===== src/rtl/ifetch_pkg.sv =====
// rtl/ifetch_pkg.sv - shared entry type, exception codes and PC legality check for instruction fetch
package ifetch_pkg;

  localparam logic [4:0] EXC_NONE = 5'd0;
  localparam logic [4:0] EXC_ADEL = 5'd4;

  typedef struct packed {
    logic [31:0] instr;
    logic [31:0] pc;
    logic [4:0]  exc;
  } ifq_entry_t;

  function automatic logic pc_legal(input logic [31:0] pc,
                                    input logic [19:0] seg_lo,
                                    input logic [19:0] seg_hi);
    return (pc[1:0] == 2'b00) && (pc[31:12] >= seg_lo) && (pc[31:12] <= seg_hi);
  endfunction

endpackage


===== src/rtl/ifq_fifo.sv =====
// rtl/ifq_fifo.sv - DEPTH-entry prefetch queue of tagged instruction words
// Clear dominates push and pop; push is ignored when full, pop when empty.
module ifq_fifo
  import ifetch_pkg::*;
#(
  parameter int DEPTH = 4
) (
  input  logic                     clk,
  input  logic                     reset,
  input  logic                     clear,
  input  logic                     push,
  input  ifq_entry_t               push_data,
  input  logic                     pop,
  output ifq_entry_t               head,
  output logic [$clog2(DEPTH):0]   count,
  output logic                     full,
  output logic                     empty
);

  localparam int AW = $clog2(DEPTH);

  ifq_entry_t      mem_q [DEPTH];
  ifq_entry_t      mem_d [DEPTH];
  logic [AW-1:0]   wr_ptr_q, wr_ptr_d;
  logic [AW-1:0]   rd_ptr_q, rd_ptr_d;
  logic [AW:0]     count_q, count_d;
  logic            do_push, do_pop;

  assign full  = (count_q == (AW+1)'(DEPTH));
  assign empty = (count_q == '0);
  assign count = count_q;
  assign head  = mem_q[rd_ptr_q];

  always_comb begin
    mem_d    = mem_q;
    wr_ptr_d = wr_ptr_q;
    rd_ptr_d = rd_ptr_q;
    count_d  = count_q;
    do_push  = push && !full;
    do_pop   = pop && !empty;
    if (clear) begin
      wr_ptr_d = '0;
      rd_ptr_d = '0;
      count_d  = '0;
    end else begin
      if (do_push) begin
        mem_d[wr_ptr_q] = push_data;
        wr_ptr_d        = wr_ptr_q + 1'b1;
      end
      if (do_pop) begin
        rd_ptr_d = rd_ptr_q + 1'b1;
      end
      count_d = count_q + (AW+1)'(do_push) - (AW+1)'(do_pop);
    end
  end

  always_ff @(posedge clk or negedge reset) begin
    if (!reset) begin
      wr_ptr_q <= '0;
      rd_ptr_q <= '0;
      count_q  <= '0;
    end else begin
      wr_ptr_q <= wr_ptr_d;
      rd_ptr_q <= rd_ptr_d;
      count_q  <= count_d;
    end
  end

  // Payload storage needs no reset: only entries below count are ever visible.
  always_ff @(posedge clk) begin
    mem_q <= mem_d;
  end

endmodule


===== src/rtl/ifetch_prefetch_queue.sv =====
// rtl/ifetch_prefetch_queue.sv - fetch PC, issue control, discard and redirect mux in front of the prefetch queue
// Optional macro IFQ_BYPASS_EN: forward a response straight to ID when the queue is empty and ID is ready.
module ifetch_prefetch_queue
  import ifetch_pkg::*;
#(
  parameter int          DEPTH      = 4,
  parameter logic [31:0] RESET_PC   = 32'h0000_3000,
  parameter logic [31:0] HANDLER_PC = 32'h0000_4180,
  parameter logic [19:0] SEG_LO     = 20'h00003,
  parameter logic [19:0] SEG_HI     = 20'h00004
) (
  input  logic        clk,
  input  logic        reset,
  input  logic        eret_valid,
  input  logic [31:0] epc,
  input  logic        flush,
  input  logic        redirect_valid,
  input  logic [31:0] redirect_pc,
  output logic        imem_req,
  output logic [31:0] imem_addr,
  input  logic        imem_gnt,
  input  logic        imem_rvalid,
  input  logic [31:0] imem_rdata,
  output logic        if_valid,
  input  logic        if_ready,
  output logic [31:0] if_instr,
  output logic [31:0] if_pc,
  output logic [4:0]  if_exccode
);

  localparam int CW = $clog2(DEPTH) + 1;

  logic [31:0] fetch_pc_q, fetch_pc_d;
  logic [31:0] req_pc_q, req_pc_d;
  logic        inflight_q, inflight_d;
  logic        discard_q, discard_d;
  logic        halt_q, halt_d;

  logic        redirect_any;
  logic [31:0] redirect_target;
  logic        pc_ok, slot_ok, rsp_fire, rsp_keep, req_fire, adel_push, bypass;

  logic        fifo_clear, fifo_push, fifo_pop, fifo_full, fifo_empty;
  ifq_entry_t  fifo_wdata, fifo_head;
  logic [CW-1:0] fifo_count;

  always_comb begin
    redirect_any = eret_valid || flush || redirect_valid;
    if (eret_valid) begin
      redirect_target = epc;
    end else if (flush) begin
      redirect_target = HANDLER_PC;
    end else begin
      redirect_target = redirect_pc;
    end
  end

  always_comb begin
    fetch_pc_d = fetch_pc_q;
    req_pc_d   = req_pc_q;
    inflight_d = inflight_q;
    discard_d  = discard_q;
    halt_d     = halt_q;
    fifo_clear = 1'b0;
    fifo_push  = 1'b0;
    fifo_wdata = '0;
    bypass     = 1'b0;

    pc_ok    = pc_legal(fetch_pc_q, SEG_LO, SEG_HI);
    slot_ok  = (fifo_count + CW'(inflight_q)) < CW'(DEPTH);
    rsp_fire = imem_rvalid && inflight_q;
    rsp_keep = rsp_fire && !discard_q;
    // A returning response frees the single outstanding slot in the same cycle.
    imem_req = reset && !redirect_any && !halt_q && !discard_q && pc_ok && slot_ok
               && (!inflight_q || imem_rvalid);
    req_fire  = imem_req && imem_gnt;
    adel_push = reset && !redirect_any && !halt_q && !pc_ok && !inflight_q && !fifo_full;

    if (rsp_fire) begin
      inflight_d = 1'b0;
      discard_d  = 1'b0;
    end

    if (redirect_any) begin
      fifo_clear = 1'b1;
      fetch_pc_d = redirect_target;
      halt_d     = 1'b0;
      if (inflight_q && !imem_rvalid) begin
        discard_d = 1'b1;
      end
    end else begin
      if (rsp_keep) begin
`ifdef IFQ_BYPASS_EN
        bypass = fifo_empty && if_ready;
`else
        bypass = 1'b0;
`endif
        fifo_push  = !bypass;
        fifo_wdata = '{instr: imem_rdata, pc: req_pc_q, exc: EXC_NONE};
      end
      if (adel_push) begin
        fifo_push  = 1'b1;
        fifo_wdata = '{instr: 32'd0, pc: fetch_pc_q, exc: EXC_ADEL};
        halt_d     = 1'b1;
      end
      if (req_fire) begin
        inflight_d = 1'b1;
        req_pc_d   = fetch_pc_q;
        fetch_pc_d = fetch_pc_q + 32'd4;
      end
    end
  end

  always_comb begin
    imem_addr  = imem_req ? fetch_pc_q : 32'd0;
    fifo_pop   = if_ready && !fifo_empty;
    if_valid   = 1'b0;
    if_instr   = 32'd0;
    if_pc      = 32'd0;
    if_exccode = EXC_NONE;
    if (bypass) begin
      if_valid   = 1'b1;
      if_instr   = imem_rdata;
      if_pc      = req_pc_q;
      if_exccode = EXC_NONE;
    end else if (!fifo_empty) begin
      if_valid   = 1'b1;
      if_instr   = fifo_head.instr;
      if_pc      = fifo_head.pc;
      if_exccode = fifo_head.exc;
    end
  end

  always_ff @(posedge clk or negedge reset) begin
    if (!reset) begin
      fetch_pc_q <= RESET_PC;
      req_pc_q   <= 32'd0;
      inflight_q <= 1'b0;
      discard_q  <= 1'b0;
      halt_q     <= 1'b0;
    end else begin
      fetch_pc_q <= fetch_pc_d;
      req_pc_q   <= req_pc_d;
      inflight_q <= inflight_d;
      discard_q  <= discard_d;
      halt_q     <= halt_d;
    end
  end

  ifq_fifo #(.DEPTH(DEPTH)) u_fifo (
    .clk       (clk),
    .reset     (reset),
    .clear     (fifo_clear),
    .push      (fifo_push),
    .push_data (fifo_wdata),
    .pop       (fifo_pop),
    .head      (fifo_head),
    .count     (fifo_count),
    .full      (fifo_full),
    .empty     (fifo_empty)
  );

endmodule

===== config.mk =====
export PLATFORM = sky130hd
export DESIGN_NAME = ifetch_prefetch_queue
export DESIGN_NICKNAME = d
export VERILOG_FILES = /design/src/rtl/ifetch_pkg.sv /design/src/rtl/ifq_fifo.sv /design/src/rtl/ifetch_prefetch_queue.sv
export SDC_FILE = /design/constraint.sdc
export NUM_CORES = 1
export LEC_CHECK = 0
export CAP_MARGIN = 0
export CORE_ASPECT_RATIO = 1.1
export CORE_MARGIN = 8
export CORE_UTILIZATION = 47
export DETAILED_ROUTE_END_ITERATION = 8
export DONT_BUFFER_PORTS = 1
export PLACE_DENSITY = 0.68
export SLEW_MARGIN = 0
export SYNTH_ARGS = -nofsm -noshare
export SYNTH_HDL_FRONTEND = slang
export SYNTH_SLANG_ARGS = --single-unit

===== constraint.sdc =====
create_clock -name clk -period 4.68 [get_ports clk]
set_clock_uncertainty 0.15 [all_clocks]
set_input_delay 0.936 -clock clk [delete_from_list [all_inputs] [get_ports clk]]
set_output_delay 0.936 -clock clk [all_outputs]
set_load 0.1 [all_outputs]

Yosys cells after proc, flatten, opt, wreduce, memory -nomap -nowiden
Index checks and enable logic that the tools add are counted.
W data, S select, Z words.
{"block": "op_classes", "add_sub_neg": 6, "order_cmp": 6, "eq_ne": 1, "n_mux": 35, "n_bitwise": 4, "reduce_logical": 38}
{"op": "$mux W69", "count": 6}
{"op": "$bwmux W276", "count": 1}
{"op": "$mux W32", "count": 7}
{"op": "$bmux W69 S2", "count": 1}
{"op": "$demux W69 S2", "count": 1}
{"op": "$add A32 B3 Y32 const B", "count": 1}
{"op": "$ge A20 B2 Y1 const B", "count": 1}
{"op": "$le A20 B3 Y1 const B", "count": 1}
{"op": "$logic_and A1 B1 Y1", "count": 19}
{"op": "$mux W1", "count": 13}
{"op": "$logic_not A1 Y1", "count": 8}
{"op": "$mux W2", "count": 4}
{"op": "$reduce_bool A2 Y1", "count": 4}
{"op": "$add A3 B1 Y3", "count": 2}
{"op": "$ge A3 B3 Y1 const B", "count": 2}
{"op": "$not A2 Y3", "count": 2}
{"op": "$mux W5", "count": 1}
{"op": "$add A2 B1 Y2 const B", "count": 2}
{"op": "$reduce_and A2 Y1", "count": 2}
{"op": "$eq A3 B3 Y1 const B", "count": 1}
{"op": "$logic_not A3 Y1", "count": 1}
{"op": "$logic_or A1 B1 Y1", "count": 3}
{"op": "$lt A3 B1 Y1 const B", "count": 1}
{"op": "$lt A3 B3 Y1 const B", "count": 1}
{"op": "4 further kinds", "count": 5}
{"block": "word_totals", "reg_bits": 350, "input_bits": 104}

Longest topological paths before layout
Gate-level depths: netlist (run 1).
{"block": "depth", "ltp_word": 14, "depth_mapped": 12}

Modules after synthesis
A second synthesis (run 1) with hierarchy kept.
{"block": "hier_totals", "cells_unflattened": 919, "area_unflattened_um2": 15149.5}
{"module": "ifq_fifo", "instances": 1, "cells_per_inst": 409, "area_per_inst_um2": 10687.8, "seq_area_each_um2": 8463.1}
{"module": "ifetch_prefetch_queue", "instances": 1, "cells_per_inst": 510, "area_per_inst_um2": 4461.8, "seq_area_each_um2": 1679.1}

Worst setup path after synthesis (run 1)
OpenSTA, ideal clock, no wires.
{"block": "synth_path", "path_type": "input to output", "startpoint": "in flush", "endpoint": "out imem_addr[10]", "arrival_time_ps": 3308, "required_ps": 3594, "slack_ps": 286, "stages": 6, "path_cell_list": "buf_2 > nor3_2 > nand3b_1 > a2111oi_4 > buf_2 > and2_1"}
{"block": "synth_via", "elab_chain_cells": 10}
{"item": "from (decl)", "line": "ifetch_prefetch_queue.sv:16", "text": "input logic flush,"}
{"item": "$logic_or A1 B1 Y1 (2 in series)", "line": "ifetch_prefetch_queue.sv:48", "text": "redirect_any = eret_valid || flush || redirect_valid;"}
{"item": "$logic_not A1 Y1", "line": "ifetch_prefetch_queue.sv:74", "text": "imem_req = reset && !redirect_any && !halt_q && !discard_q && pc_ok && slot_ok"}
{"item": "$logic_and A1 B1 Y1 (5 in series)", "line": "ifetch_prefetch_queue.sv:74"}
{"item": "$logic_and A1 B1 Y1", "line": "ifetch_prefetch_queue.sv:75", "text": "&& (!inflight_q || imem_rvalid);"}
{"item": "named net imem_req", "line": "ifetch_prefetch_queue.sv:19", "text": "output logic imem_req,"}
{"item": "$mux W32", "line": "ifetch_prefetch_queue.sv:115", "text": "imem_addr = imem_req ? fetch_pc_q : 32'd0;"}
{"item": "to (decl)", "line": "ifetch_prefetch_queue.sv:20", "text": "output logic [31:0] imem_addr,"}
The timed path passes the listed nets, and every way through them passes these cells.

Worst setup path in the final report (run 1)
{"block": "layout_path", "startpoint": "reg u_fifo.rd_ptr_q[0]", "endpoint": "out if_instr[2]"}
{"block": "layout_via", "elab_chain_cells": 5}
{"item": "from (decl)", "line": "ifq_fifo.sv:25", "text": "logic [AW-1:0] rd_ptr_q, rd_ptr_d;"}
{"item": "from (signal assigned)", "line": "ifq_fifo.sv:64", "text": "rd_ptr_q <= rd_ptr_d;"}
{"item": "$not A2 Y3 (not written as such)", "line": "ifq_fifo.sv:32", "text": "assign head = mem_q[rd_ptr_q];"}
{"item": "$bmux W69 S2", "line": "ifq_fifo.sv:32"}
{"item": "$mux W69 (not written as such) (2 in series)", "line": "ifq_fifo.sv:32"}
{"item": "$mux W32", "line": "ifetch_prefetch_queue.sv:126", "text": "end else if (!fifo_empty) begin"}
{"item": "to (decl)", "line": "ifetch_prefetch_queue.sv:26", "text": "output logic [31:0] if_instr,"}
No other way between the ends. The select of a mux whose other input is x is not followed.

==> results.sh, run 1 <==
export IMPL_peakVddDrop_mv=0.306
export IMPL_yosysWarnings=0
export IMPL_cp_cell_sequence="buf_4 -> mux4_2 -> and2_1"
export IMPL_hpwl_mm=19.7
export IMPL_intPower_w=0.00499
export IMPL_p_per_area_mw_per_mm2=391
export IMPL_cts_tree="yes"
export IMPL_rrSetupSlack_ns=1.58
export IMPL_clock_latency_ns=0.50
export IMPL_cap_violations=0
export IMPL_ys_seq_area_share_pct=68.3
export IMPL_first_pass_iters=5
export IMPL_holdWs_ns=0.139
export IMPL_yosysTopAreaCell="edfxtp_1"
export IMPL_layout_commonest_cell="edfxtp_1"
export IMPL_criticalPathCategory="register to primary output"
export IMPL_coreArea_mm2=0.0296
export IMPL_fillCellCount=2329
export IMPL_grt_ovfl_total=0
export IMPL_power_w=0.00630
export IMPL_first_global_vias=7994
export IMPL_layout_min_cycle_time_ns=3.81
export IMPL_cp_start_kind="register"
export IMPL_finalSetupViolations=0
export IMPL_p_switching_w=0.00130
export IMPL_portBuffers=0
export IMPL_start_util_pct=47.9
export IMPL_synth_edf_count=260
export IMPL_routed_via_count=7460
export IMPL_period_share_pct=81.3
export IMPL_dieWidth_um=181
export IMPL_cts_root_buf="clkbuf_16"
export IMPL_cts_buffers=35
export IMPL_synth_area_mm2=0.0141
export IMPL_cts_sinks=334
export IMPL_maxSlewHeadroom_pct=32.6
export IMPL_place_gp_congestion=0.801
export IMPL_status="finished, final reports clean"
export IMPL_arrival_ns=2.72
export IMPL_fmax_mhz=263
export IMPL_netlist_instances=888
export IMPL_place_ws_ns=1.06
export IMPL_clockPowerShare_pct=44.3
export IMPL_p_seq_share_pct=51.7
export IMPL_regArea_mm2=0.00967
export IMPL_cts_max_path_buffers=3
export IMPL_avgSynthCellArea_um2=15.9
export IMPL_io_pins=207
export IMPL_layout_common_cells="edfxtp_1, and2_1, nand2_1"
export IMPL_drt_initial_drc_count=586
export IMPL_p_leak_nw=5.90
export IMPL_drive_above_1_share_pct=21.2
export IMPL_worst_pin_slew_ns=1.02
export IMPL_synth_flop_cell="edfxtp_1"
export IMPL_hold_viol_final=0
export IMPL_cpPeakStageDelay_ns=0.78
export IMPL_multi_input_area_mm2=0.00418
export IMPL_rows=66
export IMPL_synthToLayoutAreaGrowth_pct=13.8
export IMPL_drcViolationCount=0
export IMPL_nNetsFinal=1039
export IMPL_grt_max_degree=73
export IMPL_antenna_found_initial=2
export IMPL_fin_tns_setup_ns=0
export IMPL_die_area_mm2=0.0359
export IMPL_min_path_type="input pin to asynchronous set/reset pin"
export IMPL_worstPathRequired_ns=3.59
export IMPL_yosysUniqueCellTypes=53
export IMPL_clk_pin_slew_ns=0.06
export IMPL_final_cells=1326
export IMPL_synth_top_area_share_pct=55.2
export IMPL_post_place_cells=1263
export IMPL_avgRoutedWirePerCell_um=22.6
export IMPL_ys_ff_latch=334
export IMPL_slew_violations=0
export IMPL_grt_pass1_wl_mm=47.1
export IMPL_viasPerCell=5.63
export IMPL_die_h_um=198
export IMPL_path_max_fanout=27
export IMPL_p_sw_share_pct=20.7
export IMPL_drt_total_wl_mm=30.0
export IMPL_post_cts_buffers=0
export IMPL_synth_area_leaders="edfxtp_1, dfrtp_1, mux4_2"
export IMPL_htree_levels=2
export IMPL_ant_nets=0
export IMPL_rsz0062_at_grt="no"
export IMPL_track_usage_pct=16.8
export IMPL_synthArstFlopShare_pct=22.2
export IMPL_crit_path_end_kind="primary output"
export IMPL_layout_setup_ws_ns=0.874
export IMPL_combPwrFrac_pct=3.9
export IMPL_cp_slowest_cell="dfrtp_4"
path summary, 6_finish.rpt:
kind,startpoint,endpoint,cells past startpoint
max,u_fifo.rd_ptr_q[0]$_DFFE_PN0P_,if_instr[2],3
min,reset,fetch_pc_q[12]$_DFFE_PN1P_,0
max reg2reg,u_fifo.count[2]$_DFF_PN0_,u_fifo.count[2]$_DFF_PN0_,10
min reg2reg,req_pc_q[3]$_DFFE_PN0P_,req_pc_q[3]$_DFFE_PN0P_,2
max in group asynchronous,reset,u_fifo.rd_ptr_q[1]$_DFFE_PN0P_,1
min in group clk,req_pc_q[3]$_DFFE_PN0P_,req_pc_q[3]$_DFFE_PN0P_,2
power groups by stage:
stage,Clock [W],Combinational (W),Sequential [W]
floorplan,0,0.000227,0.00330
global placement,0,0.000231,0.00332
detailed placement,0,0.000234,0.00332
CTS,0.00285,0.000250,0.00326
global route,0.00297,0.000266,0.00326
finish,0.00279,0.000247,0.00326
cell type report:
class | instances | share of cell area (%)
clock buffers | 46 | 6.20
repair buffers | 57 | 3.53
clock inverters | 15 | 1.12
inverters | 8 | 0.187
flip-flops and latches | 334 | 60.1
multi-input cells | 491 | 26.0
well taps | 374 | 2.91
diodes | 1 | 0.0155
critical path, delay by kind of cell, from the launching register on:
kind / cells / cell delay (ns)
and+or+nand+nor: 1 / 0.52
DFF: 1 / 0.78
muxes: 1 / 0.56
buffers and inverters: 1 / 0.34
synthesized netlist by cell type (all sizes together) (3+ instances only):
cell	instances
edfxtp	260
and2	85
dfrtp	72
nand2	71
mux4	65
buf	44
and3	36
clkbuf	33
a22o	32
o21ai	26
a21oi	22
nor2	21
mux2i	20
nor2b	20
inv	8
xor2	8
ha	7
a221oi	6
nand3	6
nor3	4
nor4	4
nand4	3
o22a	3
or2	3
stage by stage:
| step | util, % | instance area [µm²] |
|---|---|---|
| finish | 54.4 | 16100 |
| global route | 54.4 | 16100 |
| CTS | 54.4 | 16100 |
| detailed placement | 50.4 | 14900 |
| global placement | 50.4 | 14900 |
| floorplan | - | 14200 |
per-layer routing:
layer	wire [µm]	track usage, %	up-vias
met5	13	0	-
met4	570	4.62	2
met3	1960	3.90	38
met2	14400	27.1	256
met1	13100	22.6	3750
li1	-	-	3414
flip-flops by register name, summed over array words and instances (netlist names):
name and flops:
fetch_pc_q 32, discard_q 1, req_pc_q 32, u_fifo.count 3, u_fifo.mem_q 260, u_fifo.rd_ptr_q 2
u_fifo.wr_ptr_q 2, inflight_q 1, halt_q 1
kinds of logic (layout without fill, tap and decap cells):
family | count (synthesis) | in the layout | synth area share (%)
AOI/OAI and AO/OA | 102 | 102 | 5.17
adders and majority gates | 8 | 8 | 0.761
DFF | 334 | 334 | 68.3
and+or+nand+nor | 262 | 262 | 10.3
muxes | 86 | 86 | 11.8
xor gates and xnor gates | 10 | 10 | 0.619
buffers and inverters | 85 | 126 | 3.02
other | 1 | 24 | 0.0265
timing repair:
item                                   in CTS  in global routing
hold buffers                                1                  0
gates resized for setup                     0                  0
endpoints found under the hold margin      72                  0
Power figures use the tool's default switching activity.
==> run 2, diff against run 1 <==
==> constraint.sdc (replaced) <==
create_clock -name clk -period 3.94 [get_ports clk]
set_clock_uncertainty 0.15 [all_clocks]
set_input_delay 0.788 -clock clk [delete_from_list [all_inputs] [get_ports clk]]
set_output_delay 0.788 -clock clk [all_outputs]
set_load 0.1 [all_outputs]
==> results.sh, run 2 (same netlist as run 1, synthesis figures left out) <==
export IMPL_maxSlewHeadroom_pct=55.1
export IMPL_grt_max_degree=75
export IMPL_path_max_fanout=17
export IMPL_min_path_type="input pin to asynchronous set/reset pin"
export IMPL_die_h_um=198
export IMPL_ant_nets=0
export IMPL_hpwl_mm=19.7
export IMPL_criticalPathCategory="register to primary output"
export IMPL_diodes=0
export IMPL_arrival_ns=2.72
export IMPL_cts_resized=0
export IMPL_first_global_vias=8055
export IMPL_die_area_mm2=0.0359
export IMPL_largest_register_ffs=260
export IMPL_crit_path_end_kind="primary output"
export IMPL_portBuffers=0
export IMPL_status="finished, final reports clean"
export IMPL_p_leak_nw=6.18
export IMPL_holdWs_ns=0.0303
export IMPL_worst_pin_slew_ns=0.671
export IMPL_antenna_found_initial=1
export IMPL_drive_above_1_share_pct=26.1
export IMPL_layout_min_cycle_time_ns=3.66
export IMPL_grt_pass1_wl_mm=46.6
export IMPL_cts_root_buf="clkbuf_16"
export IMPL_period_share_pct=92.9
export IMPL_drt_total_wl_mm=30.0
export IMPL_track_usage_pct=16.5
export IMPL_finalSetupViolations=0
export IMPL_htree_levels=2
export IMPL_slew_violations=0
export IMPL_design_area_mm2=0.0166
export IMPL_place_gp_congestion=0.803
export IMPL_top_regs="u_fifo.mem_q x260, fetch_pc_q x32, req_pc_q x32"
export IMPL_dieWidth_um=181
export IMPL_rows=66
export IMPL_drcViolationCount=0
export IMPL_hold_viol_final=0
export IMPL_worstPathRequired_ns=3.00
export IMPL_avgRoutedWirePerCell_um=21.8
export IMPL_coreArea_mm2=0.0296
export IMPL_final_cells=1376
export IMPL_rsz0062_at_grt="no"
export IMPL_fin_tns_setup_ns=0
export IMPL_nNetsFinal=1088
export IMPL_clk_pin_slew_ns=0.06
export IMPL_place_area_mm2=0.0154
export IMPL_io_pins=207
export IMPL_cts_buffers=35
export IMPL_synthToLayoutAreaGrowth_pct=17.3
export IMPL_post_place_cells=1311
export IMPL_cp_start_kind="register"
export IMPL_cap_violations=0
export IMPL_start_util_pct=47.9
export IMPL_cts_max_path_buffers=3
export IMPL_viasPerCell=5.56
export IMPL_layout_commonest_cell="edfxtp_1"
export IMPL_fillCellCount=2355
export IMPL_regMostFlops="u_fifo.mem_q"
export IMPL_peakVddDrop_mv=0.252
export IMPL_p_per_area_mw_per_mm2=441
export IMPL_fmax_mhz=273
export IMPL_drt_initial_drc_count=381
export IMPL_cts_tree="yes"
export IMPL_first_pass_iters=4
export IMPL_grt_ovfl_total=0
export IMPL_routed_via_count=7651
export IMPL_cts_sinks=334
export IMPL_clock_latency_ns=0.50
export IMPL_layout_common_cells="edfxtp_1, buf_4, and2_1"
-- run 2: final cells by class --
class	instances	area [µm²]	share of cell area [%]
multi-input cells	491	4190	25.3
clock buffers	42	976	5.88
clock inverters	21	144	0.867
inverters	8	30.0	0.181
flip-flops and latches	334	9670	58.3
well taps	374	468	2.82
repair buffers	106	1110	6.70
-- run 2: metal layers --
metal  share of wire (%)  vias to the layer above  global-route usage (%)
li1                    -                     3492                       -
met1                  44                     3845                    22.1
met2                  48                      256                    26.7
met3                 5.8                       56                    4.00
met4                 2.5                        2                    5.07
met5               0.043                        -                       0
-- run 2: critical path: stages (launching register included) --
cell,delay (ns)
dfrtp_1,0.41
nor4_1,0.50
o211ai_2,0.30
a2111oi_4,0.45
buf_12,0.19
and2_1,0.18
buf_12,0.19
-- run 2: worst paths after layout --
path	cells after the start	slack, ns	endpoint	start
min	1	0.03	req_pc_q[16]$_DFFE_PN0P_	reset
max	6	0.28	imem_addr[2]	fetch_pc_q[29]$_DFFE_PN0P_
min in group clk	1	0.22	discard_q$_DFF_PN0_	imem_rvalid
min reg2reg	2	0.32	req_pc_q[6]$_DFFE_PN0P_	req_pc_q[6]$_DFFE_PN0P_
max in group asynchronous	1	3.29	fetch_pc_q[12]$_DFFE_PN1P_	reset
max reg2reg	10	1.01	u_fifo.count[2]$_DFF_PN0_	fetch_pc_q[29]$_DFFE_PN0P_
-- run 2: power breakdown --
part / internal (W) / switching (W)
sequential: 0.00381 / 0.0000523
clock: 0.00184 / 0.00130
combinational: 0.0000789 / 0.000223
total: 0.00574 / 0.00158
-- run 2: repair_timing --
action | 4_1_cts | 5_1_grt
endpoints found under the hold margin | 74 | 0
buffers inserted | 0 | 1
hold buffers | 1 | 0
setup endpoints to repair | 0 | 14
-- run 2: through the flow --
| step | worst slack [ns] | total power, W | util, % |
|---|---|---|---|
| 3_5_place_dp | 0.425 | 0.00422 | 52.2 |
| 6_report | 0.280 | 0.00731 | 56.1 |
| 2_1_floorplan | 0.110 | 0.00419 | - |
| 4_1_cts | 0.0157 | 0.00738 | 56.0 |
| 3_3_place_gp | 0.525 | 0.00422 | 52.2 |
| 5_1_grt | 0.176 | 0.00754 | 56.1 |
